$ cat src/rtl/ssd_scan_n_pkg.sv
// ssd_scan_n_pkg -- shared constants and types for the multiplexed
// seven-segment scanner.
//   - active-low polarity constants for segments and digit enables
//   - segment codes for 0-F, blank and dash (bit 6 = g ... bit 0 = a)
//   - converter FSM state type and a hex-to-segment helper
package ssd_scan_n_pkg;

    // Both segments and digit enables are active-low on the board.
    localparam logic SEG_LIT  = 1'b0;
    localparam logic SEG_DARK = 1'b1;
    localparam logic SEL_ON   = 1'b0;
    localparam logic SEL_OFF  = 1'b1;

    localparam logic [6:0] SEG_BLANK = {7{SEG_DARK}};
    localparam logic [6:0] SEG_DASH  = 7'b0111111;

    // Indexed by nibble value: SEG_HEX[0] is '0', SEG_HEX[15] is 'F'.
    localparam logic [15:0][6:0] SEG_HEX = {
        7'b0001110,  // F
        7'b0000110,  // E
        7'b0100001,  // d
        7'b1000110,  // C
        7'b0000011,  // b
        7'b0001000,  // A
        7'b0010000,  // 9
        7'b0000000,  // 8
        7'b1111000,  // 7
        7'b0000010,  // 6
        7'b0010010,  // 5
        7'b0011001,  // 4
        7'b0110000,  // 3
        7'b0100100,  // 2
        7'b1111001,  // 1
        7'b1000000   // 0
    };

    // Wide enough for the largest DIN plus the hex overflow shift (8 digits).
    localparam int PAD_W = 36;

    typedef enum logic [1:0] {
        CONV_IDLE,
        CONV_LOAD,
        CONV_SHIFT,
        CONV_DONE
    } conv_state_t;

    function automatic logic [6:0] seg_encode(input logic [3:0] nib);
        return SEG_HEX[nib];
    endfunction

endpackage

$ cat src/rtl/bcd_dd_conv.sv
// bcd_dd_conv -- sequential double-dabble binary-to-BCD converter.
//   CLK, RST : clock, synchronous active-high reset (abandons any conversion)
//   start    : begin a conversion of bin (ignored while busy)
//   bin      : binary value, must be stable from start through the load cycle
//   busy     : conversion in progress (load, shift or done cycle)
//   done     : one-cycle pulse; bcd and ovf are valid in this cycle
//   bcd      : DIGITS packed BCD digits, digit 0 in bits [3:0]
//   ovf      : value did not fit in DIGITS decimal digits
// Timing: 1 load cycle, BIN_W shift cycles, then the done cycle.
module bcd_dd_conv #(
    parameter int BIN_W  = 14,
    parameter int DIGITS = 4
) (
    input  logic                  CLK,
    input  logic                  RST,
    input  logic                  start,
    input  logic [BIN_W-1:0]      bin,
    output logic                  busy,
    output logic                  done,
    output logic [4*DIGITS-1:0]   bcd,
    output logic                  ovf
);
    import ssd_scan_n_pkg::*;

    localparam int CNT_W = $clog2(BIN_W + 1);

    conv_state_t           state, state_nxt;
    logic [BIN_W-1:0]      sh_q;
    logic [4*DIGITS-1:0]   acc_q;
    logic [4*DIGITS-1:0]   acc_adj;
    logic                  ovf_q;
    logic [CNT_W-1:0]      cnt_q;

    // NOTE: sequential state uses non-blocking assignments so every register
    // samples the pre-edge values regardless of statement order.
    always_ff @(posedge CLK) begin
        if (RST) state <= CONV_IDLE;
        else     state <= state_nxt;
    end

    // NOTE: default assignment first so no path leaves state_nxt unassigned
    // (which would infer a latch).
    always_comb begin
        state_nxt = state;
        case (state)
            CONV_IDLE:  if (start) state_nxt = CONV_LOAD;
            CONV_LOAD:  state_nxt = CONV_SHIFT;
            CONV_SHIFT: if (cnt_q == CNT_W'(BIN_W - 1)) state_nxt = CONV_DONE;
            CONV_DONE:  state_nxt = CONV_IDLE;
            default:    state_nxt = CONV_IDLE;
        endcase
    end

    always_comb begin
        busy = (state != CONV_IDLE);
        done = (state == CONV_DONE);
    end

    // Add-3 correction on every BCD digit that is 5 or more before shifting.
    always_comb begin
        acc_adj = acc_q;
        for (int i = 0; i < DIGITS; i++) begin
            if (acc_q[4*i +: 4] >= 4'd5) acc_adj[4*i +: 4] = acc_q[4*i +: 4] + 4'd3;
        end
    end

    // A 1 leaving the top digit means the value needs a (DIGITS+1)-th digit;
    // it is made sticky because later shifts would lose it.
    always_ff @(posedge CLK) begin
        if (RST) begin
            sh_q  <= '0;
            acc_q <= '0;
            ovf_q <= 1'b0;
            cnt_q <= '0;
        end else begin
            case (state)
                CONV_LOAD: begin
                    sh_q  <= bin;
                    acc_q <= '0;
                    ovf_q <= 1'b0;
                    cnt_q <= '0;
                end
                CONV_SHIFT: begin
                    acc_q <= {acc_adj[4*DIGITS-2:0], sh_q[BIN_W-1]};
                    sh_q  <= sh_q << 1;
                    ovf_q <= ovf_q | acc_adj[4*DIGITS-1];
                    cnt_q <= cnt_q + CNT_W'(1);
                end
                default: ;
            endcase
        end
    end

    assign bcd = acc_q;
    assign ovf = ovf_q;

endmodule

$ cat src/rtl/ssd_scan_n.sv
// ssd_scan_n -- N-digit multiplexed seven-segment display driver.
//   CLK, RST : clock, synchronous active-high reset
//   DIN      : unsigned value, sampled once per frame
//   MODE     : 0 decimal, 1 hexadecimal (sampled with DIN)
//   BLANK_LZ : blank leading zeros (sampled with DIN)
//   DP       : per-digit decimal point request, active-high, sampled live
//   EN       : 0 turns all digits off; scanning and conversion continue
//   sel      : active-low one-hot digit enable
//   segs     : active-low segments g..a
//   dp_n     : active-low decimal point
//   OVF      : value of the last converted frame did not fit
module ssd_scan_n #(
    parameter int DIGITS   = 4,
    parameter int BIN_W    = 14,
    parameter int SCAN_DIV = 50000
) (
    input  logic              CLK,
    input  logic              RST,
    input  logic [BIN_W-1:0]  DIN,
    input  logic              MODE,
    input  logic              BLANK_LZ,
    input  logic [DIGITS-1:0] DP,
    input  logic              EN,
    output logic [DIGITS-1:0] sel,
    output logic [6:0]        segs,
    output logic              dp_n,
    output logic              OVF
);
    import ssd_scan_n_pkg::*;

    localparam int DIV_W = $clog2(SCAN_DIV);
    localparam int IDX_W = (DIGITS > 1) ? $clog2(DIGITS) : 1;

    logic [DIV_W-1:0]    div_q;
    logic [IDX_W-1:0]    idx_q, idx_nxt;
    logic                tick, frame_start;

    logic [BIN_W-1:0]    din_q;
    logic                mode_q, blz_q;

    logic                conv_busy, conv_done, conv_ovf;
    logic [4*DIGITS-1:0] conv_bcd;
    logic [PAD_W-1:0]    pad;
    logic                hex_ovf;

    // disp_* is written only on conversion done; show_* is the frame being
    // scanned out, refreshed at frame start so one frame never mixes two values.
    logic [4*DIGITS-1:0] disp_dig, show_dig, src_dig;
    logic                disp_ovf, show_ovf, src_ovf;
    logic                disp_blz, show_blz, src_blz;

    logic [DIGITS-1:0]   blank_mask;
    logic [3:0]          cur_nib;
    logic [6:0]          seg_nxt;

    assign tick        = (div_q == DIV_W'(SCAN_DIV - 1));
    assign frame_start = tick && (idx_q == IDX_W'(DIGITS - 1));

    always_comb begin
        idx_nxt = idx_q;
        if (tick) idx_nxt = frame_start ? '0 : idx_q + IDX_W'(1);
    end

    always_ff @(posedge CLK) begin
        if (RST) begin
            div_q <= '0;
            idx_q <= '0;
        end else begin
            div_q <= tick ? '0 : div_q + DIV_W'(1);
            idx_q <= idx_nxt;
        end
    end

    always_ff @(posedge CLK) begin
        if (RST) begin
            din_q  <= '0;
            mode_q <= 1'b0;
            blz_q  <= 1'b0;
        end else if (frame_start) begin
            din_q  <= DIN;
            mode_q <= MODE;
            blz_q  <= BLANK_LZ;
        end
    end

    bcd_dd_conv #(
        .BIN_W  (BIN_W),
        .DIGITS (DIGITS)
    ) u_conv (
        .CLK   (CLK),
        .RST   (RST),
        .start (frame_start && !conv_busy),
        .bin   (din_q),
        .busy  (conv_busy),
        .done  (conv_done),
        .bcd   (conv_bcd),
        .ovf   (conv_ovf)
    );

    // Hex path: nibbles straight from the sampled value; it follows the same
    // done pulse as the decimal path so both modes share one update point.
    assign pad     = PAD_W'(din_q);
    assign hex_ovf = |(pad >> (4 * DIGITS));

    always_ff @(posedge CLK) begin
        if (RST) begin
            disp_dig <= '0;
            disp_ovf <= 1'b0;
            disp_blz <= 1'b0;
            show_dig <= '0;
            show_ovf <= 1'b0;
            show_blz <= 1'b0;
        end else begin
            if (conv_done) begin
                disp_dig <= mode_q ? pad[4*DIGITS-1:0] : conv_bcd;
                disp_ovf <= mode_q ? hex_ovf : conv_ovf;
                disp_blz <= blz_q;
            end
            if (frame_start) begin
                show_dig <= disp_dig;
                show_ovf <= disp_ovf;
                show_blz <= disp_blz;
            end
        end
    end

    // Slot 0 is loaded on the same edge that refreshes show_*, so it must
    // read the incoming frame directly.
    always_comb begin
        src_dig = frame_start ? disp_dig : show_dig;
        src_ovf = frame_start ? disp_ovf : show_ovf;
        src_blz = frame_start ? disp_blz : show_blz;
    end

    // Walk from the top digit down; a digit is blank while every digit at or
    // above it is zero. Digit 0 always shows.
    always_comb begin
        logic lz_run;
        lz_run     = 1'b1;
        blank_mask = '0;
        for (int i = DIGITS - 1; i >= 0; i--) begin
            lz_run        = lz_run && (src_dig[4*i +: 4] == 4'd0);
            blank_mask[i] = src_blz && lz_run && (i != 0);
        end
    end

    always_comb begin
        cur_nib = src_dig[4*idx_nxt +: 4];
        if (src_ovf)                 seg_nxt = SEG_DASH;
        else if (blank_mask[idx_nxt]) seg_nxt = SEG_BLANK;
        else                         seg_nxt = seg_encode(cur_nib);
    end

    // Enable and data load on the same tick edge so they never skew.
    always_ff @(posedge CLK) begin
        if (RST) begin
            sel  <= {DIGITS{SEL_OFF}};
            segs <= SEG_BLANK;
            dp_n <= SEG_DARK;
        end else if (tick) begin
            sel  <= EN ? ~(DIGITS'(1) << idx_nxt) : {DIGITS{SEL_OFF}};
            segs <= seg_nxt;
            dp_n <= EN ? ~DP[idx_nxt] : SEG_DARK;
        end
    end

    assign OVF = disp_ovf;

endmodule

$ cat config.mk
export PLATFORM = sky130hd
export DESIGN_NAME = ssd_scan_n
export DESIGN_NICKNAME = d
export VERILOG_FILES = /design/src/rtl/ssd_scan_n_pkg.sv /design/src/rtl/bcd_dd_conv.sv /design/src/rtl/ssd_scan_n.sv
export SDC_FILE = /design/constraint.sdc
export NUM_CORES = 1
export LEC_CHECK = 0
export CAP_MARGIN = 15
export CORE_MARGIN = 2
export CORE_UTILIZATION = 50
export DETAILED_ROUTE_END_ITERATION = 16
export GPL_ROUTABILITY_DRIVEN = 0
export GPL_TIMING_DRIVEN = 0
export MAX_ROUTING_LAYER = met4
export PLACE_DENSITY = 0.81
export SLEW_MARGIN = 30
export SYNTH_ARGS = -nofsm -noshare
export SYNTH_HDL_FRONTEND = slang
export SYNTH_SLANG_ARGS = --single-unit
export TNS_END_PERCENT = 50
$ cat constraint.sdc
create_clock -name CLK -period 5.8 [get_ports CLK]
set_input_delay 1.16 -clock CLK [delete_from_list [all_inputs] [get_ports CLK]]
set_output_delay 1.16 -clock CLK [all_outputs]
set_load 0.01 [all_outputs]
==> results of run 1 <==
logic make-up after synthesis:
logic type                 count (synthesis)  share of synthesized area
buffers and inverters                     62                     0.0426
adders and majority gates                 21                     0.0461
AOI/OAI and AO/OA                        138                      0.151
DFF                                      119                      0.418
muxes                                     53                      0.110
xor gates and xnor gates                  23                     0.0353
and+or+nand+nor                          247                      0.197
state kept, by name, indices dropped and copies added (netlist names):
name,count
show_dig,16
sel,4
u_conv.state,2
u_conv.ovf,1
show_ovf,1
din_q,14
dp_n,1
u_conv.sh_q,14
segs,7
OVF,1
show_blz,1
div_q,16
u_conv.bcd,16
disp_dig,16
disp_blz,1
mode_q,1
blz_q,1
u_conv.cnt_q,4
idx_q,2
path summary, 6_finish.rpt:
| path | start | to | slack (ps) | cells after the start |
|---|---|---|---|---|
| setup / recovery | div_q[14] | segs[3] | 2290 | 8 |
| hold reg to reg | div_q[0] | div_q[0] | 450 | 1 |
| hold / removal | div_q[0] | div_q[0] | 450 | 1 |
| setup reg to reg | div_q[14] | segs[3] | 2290 | 8 |
final cells by class:
| cell class | count | area [µm²] | area share |
|---|---|---|---|
| plain buffers | 40 | 160 | 0.0236 |
| clock buffers | 17 | 425 | 0.0627 |
| clock inverters | 15 | 144 | 0.0212 |
| inverters | 22 | 82.6 | 0.0122 |
| multi-input cells | 482 | 3080 | 0.453 |
| flip-flops and latches | 119 | 2380 | 0.351 |
| well taps | 140 | 175 | 0.0258 |
| repair buffers | 34 | 340 | 0.0501 |
worst register-to-register path: cells and delay by family, from the launching register on:
| kind | cells | cell delay [ps] |
|---|---|---|
| AO/OA/AOI/OAI | 2 | 350 |
| multiplexers | 1 | 730 |
| AND/OR/NAND/NOR | 5 | 1970 |
| flip-flops | 1 | 360 |
metal layers:
metal / part of all wire / global-route usage / routed length (µm)
met3: 0.048 / 0.0640 / 671
met4: 0.029 / 0.111 / 405
met5: 0 / - / 0
met1: 0.43 / 0.280 / 6090
met2: 0.49 / 0.400 / 6960
through the flow:
stage / util / area, µm² / setup WS, ps / cells / total power (µW)
after floorplan: - / 5700 / 2700 / 663 / 975
after global placement: 0.566 / 6220 / 2420 / 837 / 1020
after detailed placement: 0.566 / 6220 / 2340 / 837 / 1030
after CTS: 0.618 / 6790 / 2310 / 869 / 2030
after global routing: 0.618 / 6790 / 2070 / 869 / 2090
final: 0.618 / 6790 / 2290 / 869 / 2020
cell usage in the layout (no fill, tap or decap), types with 3 or more instances in the layout:
| cell type | count |
|---|---|
| and3_1 | 4 |
| clkdlybuf4s50_1 | 34 |
| mux4_2 | 5 |
| and2_1 | 3 |
| a211oi_1 | 29 |
| o31ai_1 | 5 |
| mux2_2 | 3 |
| nand2_1 | 91 |
| inv_6 | 5 |
| or3_1 | 3 |
| clkbuf_1 | 32 |
| nor4_1 | 5 |
| inv_1 | 20 |
| buf_1 | 5 |
| nand3_1 | 9 |
| a32oi_1 | 4 |
| o21ai_0 | 18 |
| clkbuf_16 | 17 |
| dfxtp_1 | 119 |
| a22oi_1 | 12 |
| nor2_1 | 92 |
| ha_1 | 21 |
| xor2_1 | 12 |
| clkinv_4 | 3 |
| nand3b_1 | 3 |
| mux2i_1 | 42 |
| nand2b_1 | 10 |
| o21bai_1 | 3 |
| xnor2_1 | 11 |
| nor3_1 | 12 |
| a21oi_1 | 59 |
| clkinvlp_4 | 3 |
| nand4_1 | 4 |
report_power, final:
group	internal, µW	leakage [µW]	switching (µW)	total [µW]
sequential	847	0.000960	16.6	863
clock	597	0.000273	412	1010
combinational	54.5	0.00101	93.9	148
total	1500	0.00224	522	2020
==> results.toml, run 1 <==
[yosys]
ys_seq_elements = 119
synthFlopType = "dfxtp_1"
synth.largest_area_cell = "dfxtp_1"
syn_area_um2 = 5700
async_reset_ff_frac = 0
ys_types = 51
synth_top_area_share = 0.418
yosysWarnings = 0
synth_nets = 707
syn_inst = 663
synth.top_cells.by_count = "dfxtp_1, nor2_1, nand2_1"
ys_seq_area_frac = 0.418
netlist_top_cells_area = "dfxtp_1, mux2i_1, nor2_1"
synth.most_common_cell = "dfxtp_1"
synth_area_per_cell_um2 = 8.60
synth_edf_count = 0

[timing]
rsz0062_at_grt = "no"
slew_viol_final = 0
hold_violations = 0
tightest_slew_ps = 784
period_share = 0.606
timing.hold.ws_ps = 446
final-setup-viol-count = 0
finalSetupTns_ps = 0
fmax_mhz = 285
skew_ps = 6.80
slew-limit-headroom = 0.463
finalCriticalPeriod_ps = 3510

[clocking]
clockBufferDepth = 2
cts_root_buffer = "clkbuf_16"
ctsHoldBuffers = 0
h-tree-depth = 4
cts_tree = "built"
cts_buffers = 17
cts_sinks = 119
ctsResizeCount = 0
clk_pin_slew_worst_paths_ps = 60
cts_setup_buffers = 0
insertion_delay_ps = 420

[job]
drv_cap = 0

[pwr]
power_leakage_uw = 0.00224
p_per_area_nw_per_um2 = 298
ir_drop_mv = 0.248

[grt]
antenna_found_initial = 0
grt_pass1_wl_um = 23600
first_global_vias = 5013
grt-ovfl-total = 0
grt_max_degree = 17
grt_usage = 0.244

[layout]
drive_gt1_frac = 0.0782
antennaDiodeCount = 0
fillers = 928
area_growth_pct = 19.0
nNetsFinal = 760

[setup_path]
end_kind = "register"
cpLargestDelayFamily = "simple AND/OR/NAND/NOR gates"
crit_arrival_ps = 3820
critical_path.max_stage_delay_ps = 730
cp_max_fo = 8
crit_buf_inv = 0
worst-setup-path-type = "register to register"
crit_chain = "or4bb_1 > nor4_4 > mux2i_1 > a21oi_1 > o22ai_1 > nor3b_2 > nor2_1 > or3_1"
worst_setup_path_start_kind = "register"
cp_slowest_cell = "mux2i_1"
crit_required_ps = 6100

[detailed_routing]
num_vias = 4970
drc = 0
detail_route.wirelength_um = 14100
viasPerCell = 5.72
ant_nets = 0
first_iter_violations = 343
first_pass_iters = 5
wl_per_cell_um = 16.3

[floorplanning]
die-area_um2 = 12300
die_w_um = 111
core_um2 = 11000
rows = 38
start_util = 0.519
die_h_um = 111
ios = 36

[run_status]
status = "finished, final reports clean"

[placed_design]
io_buffers = 34
dpl.hpwl_um = 10100

[min_path]
hp-class = "register to register"
No activity file was read; power rests on OpenSTA's default activity.
==> run 2: changes to the inputs <==
Clock period 5.8 ns to 3.6 ns, I/O delays scaled along.
==> run 2 against run 1 <==
Compared with the run above: routed wire length is essentially flat; critical path type unchanged; global-route usage stayed put; largest power group unchanged; worst hold slack about the same; design area hardly changed; largest cell class unchanged; cell count unchanged; combinational power rose by 61%; critical endpoint unchanged; fmax grew 4.9%; setup slack got worse by 2000 ps; clock power rose by 60%; sequential share of layout area is essentially flat.
==> results.toml, run 2 (synthesis gave the netlist of run 1 again) <==
[setup_path]
cp_max_fo = 10
end_kind = "register"
critPathLaunch = "div_q[14]"
regToRegStartpoint = "div_q[14]"
crit_arrival_ps = 3650
worst-setup-path-type = "register to register"
reg2regPathDepth = 9
worst_setup_path_start_kind = "register"
crit_required_ps = 3900

[layout]
nNetsFinal = 760
drive_gt1_frac = 0.0796
area_growth_pct = 19.1
final_cell_mix = "dfxtp_1, nor2_1, nand2_1"
fin_cells = 869
final_util = 0.618
antennaDiodeCount = 0
layout_commonest_cell = "dfxtp_1"
final_cell_area_um2 = 6790

[clocking]
cts_tree = "built"
cts_buffers = 17
insertion_delay_ps = 420
cts_root_buffer = "clkbuf_16"
clockBufferDepth = 2
h-tree-depth = 4
ctsHoldBuffers = 0
cts_sinks = 119
clk_pin_slew_worst_paths_ps = 60

[grt]
grt-ovfl-total = 0
grt_usage = 0.244
first_global_vias = 5013
antenna_found_initial = 0
grt_max_degree = 17
grt_pass1_wl_um = 23600

[detailed_routing]
ant_nets = 0
num_vias = 4975
first_iter_violations = 348
detail_route.wirelength_um = 14100
wl_per_cell_um = 16.2
viasPerCell = 5.72
drc = 0
first_pass_iters = 5

[timing]
skew_ps = 6.23
tightest_slew_ps = 795
finalCriticalPeriod_ps = 3350
period_share = 0.931
final-setup-viol-count = 0
finalSetupTns_ps = 0
hold_violations = 0
rsz0062_at_grt = "no"
slew-limit-headroom = 0.470
slew_viol_final = 0
fmax_mhz = 298

[min_path]
hp-class = "register to register"
hold_depth = 1
hp-start = "div_q[0]"

[placed_design]
dpl.hpwl_um = 10100
io_buffers = 34
place_inst = 837
placed_area_um2 = 6220

[floorplanning]
die-area_um2 = 12300
die_w_um = 111
ios = 36
start_util = 0.519
core_um2 = 11000
die_h_um = 111
rows = 38

[pwr]
power_leakage_uw = 0.00224
ir_drop_mv = 0.399
p_per_area_nw_per_um2 = 479

[run_status]
status = "finished, final reports clean"

[job]
drv_cap = 0
## run 2: cell counts in the layout (fill, tap and decap cells not counted)
Identical to the previous run, type by type.
## run 2: metrics by stage
stage,hold WS (ps),power (µW),setup slack (ps)
floorplan,418,1570,503
global placement,430,1640,217
detailed placement,440,1650,141
CTS,449,3270,107
global route,462,3370,32.3
finish,446,3250,249
## run 2: power breakdown
part           internal (µW)  leakage, µW  switching (µW)
logic                   87.8      0.00101             151
registers               1360     0.000960            27.0
clock network            962     0.000273             663
## run 2: layout make-up
| cell class | instances | area, µm² |
|---|---|---|
| flip-flops and latches | 119 | 2380 |
| plain buffers | 40 | 160 |
| repair buffers | 34 | 340 |
| well taps | 140 | 175 |
| clock inverters | 15 | 144 |
| fillers | 926 | 4190 |
| inverters | 22 | 82.6 |
| clock buffers | 17 | 425 |
| multi-input cells | 482 | 3080 |
## run 2: final timing paths
| path | end | slack [ps] |
|---|---|---|
| max | segs[3] | 250 |
| min | div_q[0] | 450 |
| max reg2reg | segs[3] | 250 |
| min reg2reg | div_q[0] | 450 |
## run 2: worst max-delay path: stages, from the launching register on
cell	delay (ps)
dfxtp_1	360
or4bb_1	620
or4_4	560
buf_2	200
o21ai_0	500
inv_1	170
ha_1	250
mux2i_1	160
nor3_1	60
or3_1	350
## run 2: routing by layer
layer,GRT usage,share of wire,vias to the layer above
met5,-,0,-
met4,0.111,0.030,0
met3,0.0640,0.048,39
met2,0.400,0.49,155
met1,0.280,0.43,2364
li1,-,-,2417
## run 2: repair_timing
item / in CTS / in global routing
buffers inserted: 0 / 0
endpoints found under the setup margin: 0 / 2
gates resized for setup: 0 / 1
==> patch: new RTL, settings of run 2 <==
Put one more register stage on the output `dp_n`, without a reset. The value now appears one clock later. The other outputs are not delayed to match.
--- a/src/rtl/ssd_scan_n.sv
+++ b/src/rtl/ssd_scan_n.sv
@@ -32,2 +32,4 @@
     localparam int IDX_W = (DIGITS > 1) ? $clog2(DIGITS) : 1;
+
+    logic dp_n_s0;
 
@@ -158,3 +160,3 @@
             segs <= SEG_BLANK;
-            dp_n <= SEG_DARK;
+            dp_n_s0 <= SEG_DARK;
         end else if (tick) begin
@@ -162,3 +164,3 @@
             segs <= seg_nxt;
-            dp_n <= EN ? ~DP[idx_nxt] : SEG_DARK;
+            dp_n_s0 <= EN ? ~DP[idx_nxt] : SEG_DARK;
         end
@@ -168,2 +170,6 @@
 
+    always_ff @(posedge CLK) begin
+        dp_n <= dp_n_s0;
+    end
+
 endmodule
Check against the original RTL: not equivalent (a bounded check fails within 4 cycles, from zero or initial values and one cycle with RST high).
==> patch against run 2 <==
- utilization down 0.43 points
- worst setup slack got worse by 0.025 ns
- power rose by 8.7%
- non-clock buffer count unchanged
- design area up 1.9%
- synthesized area grew 0.35%
- sequential cell count is 1 higher
- wire length up 0.96%
- final cell count up 0.35%
- largest cell class unchanged
- largest power group unchanged
- highest routed layer unchanged
==> patch: results (changes against run 2) <==
[status]
run_status=completed

[synthesis]
async_flop_share=0  ; unchanged
yosys.area_share.xor_xnor=0.0352  ; -0.000124
syn-num-nets=708  ; +0.14%
yosys_most_used_dff=sky130_fd_sc_hd__dfxtp_1
ys_top_cells_by_area=sky130_fd_sc_hd__dfxtp_1, sky130_fd_sc_hd__mux2i_1, sky130_fd_sc_hd__nor2_1
synth_adder_area_share=0.0459  ; -0.000161
synth_compound_gate_area_share=0.151  ; -0.000529
multiplexer_share_of_the_synthesized_area=0.110  ; -0.000385
synth_warnings=0  ; unchanged
synth_sequential_area_ratio=0.420  ; +0.00204
synth.top_cells.by_count=sky130_fd_sc_hd__dfxtp_1, sky130_fd_sc_hd__nor2_1, sky130_fd_sc_hd__nand2_1

[timing]
worst_clock_skew_ns=0.00676  ; +0.000526 ns
timing_worst_slew_pin_value_ns=0.744  ; -0.0502 ns

[clock_network]
cts_root_buf=sky130_fd_sc_hd__clkbuf_16
cts.reportedPaths.clkPinSlew_ns=0.06  ; about the same
numCtsBuffers=17  ; unchanged

[routing]
post_drt_via_cell_ratio=5.71  ; -0.32%
route.detailed.wl_per_inst_um=16.3  ; +0.61%
initial_detailed_routing_violation_count=306  ; -12%

[global_route]
first_global_vias=4947  ; -1.3%
antenna_found_initial=0  ; unchanged
track_usage=0.241  ; -0.00221
wire_length_of_the_first_global_routing_pass_um=23100  ; -1.9%

[layout]
drive_gt1_frac=0.0796  ; unchanged
final_net_count=761  ; +0.13%

[worst_setup_path]
setup.worst_path.start=div_q[14]
arrival_time_at_the_worst_endpoint_ns=3.67  ; +0.02 ns
delay_contributed_by_the_slowest_stage_of_the_critical_path_ns=0.64  ; +0.02 ns
crit_fanout=8  ; -2

[place]
place_hpwl_um=10100  ; +0.12%
dpl_worst_slack_ns=0.125  ; -0.0164 ns
detailed_place.area_um2=6240  ; +0.38%

[pwr]
power.leakage_nw=2.31  ; +3.2%
ir_drop_mv=0.415  ; +4.0%

[min_path]
worstHoldStart=dp_n_s0
min_path_type=reg2reg

patch: final cells by class:
type                       instances  area (um2)
fill                             923        4350
multi-input combinational        482        3100
sequential                       120        2400
clock buffer                      18         439
timing repair buffer              34         340
clock inverter                    13         215
tap                              143         179
buffer                            40         160
inverter                          22        82.6
patch: cell families (layout without fill, tap and decap cells):
| logic type | Yosys count | in the layout |
|---|---|---|
| multiplexers | 53 | 53 |
| AND/OR/NAND/NOR | 247 | 247 |
| adder cells (fa/ha/maj) | 21 | 21 |
| flip-flops | 120 | 120 |
| XOR/XNOR | 23 | 23 |
| AO/OA/AOI/OAI | 138 | 138 |
| buffers and inverters | 62 | 127 |
patch: per-stage QoR:
step / instances / hold WS (ns)
floorplan: 664 / 0.326
global placement: 841 / 0.337
detailed placement: 841 / 0.338
CTS: 872 / 0.351
global route: 872 / 0.357
finish: 872 / 0.349
patch: repair_timing:
action	CTS	global route
gates resized for setup	0	5
buffers inserted	0	0
setup endpoints to repair	0	2
hold buffers	0	0
patch: path summary, 6_finish.rpt:
kind / cells after the start / to / slack (ns)
worst min-delay path: 0 / dp_n / 0.35
worst min register to register: 0 / dp_n / 0.35
worst max register to register: 8 / segs[3] / 0.22
worst max-delay path: 8 / segs[3] / 0.22
patch: layer usage:
layer,vias up,GRT usage,share of wire
li1,2411,-,-
met1,2341,0.268,0.40
met2,175,0.411,0.50
met3,49,0.0678,0.059
met4,0,0.0975,0.034
met5,-,-,0
patch: report_power, final:
part / total, W / internal (W) / switching, W
Sequential: 0.00140 / 0.00138 / 0.0000275
Combinational: 0.000242 / 0.0000877 / 0.000155
Clock: 0.00189 / 0.00125 / 0.000642
Total: 0.00354 / 0.00272 / 0.000824
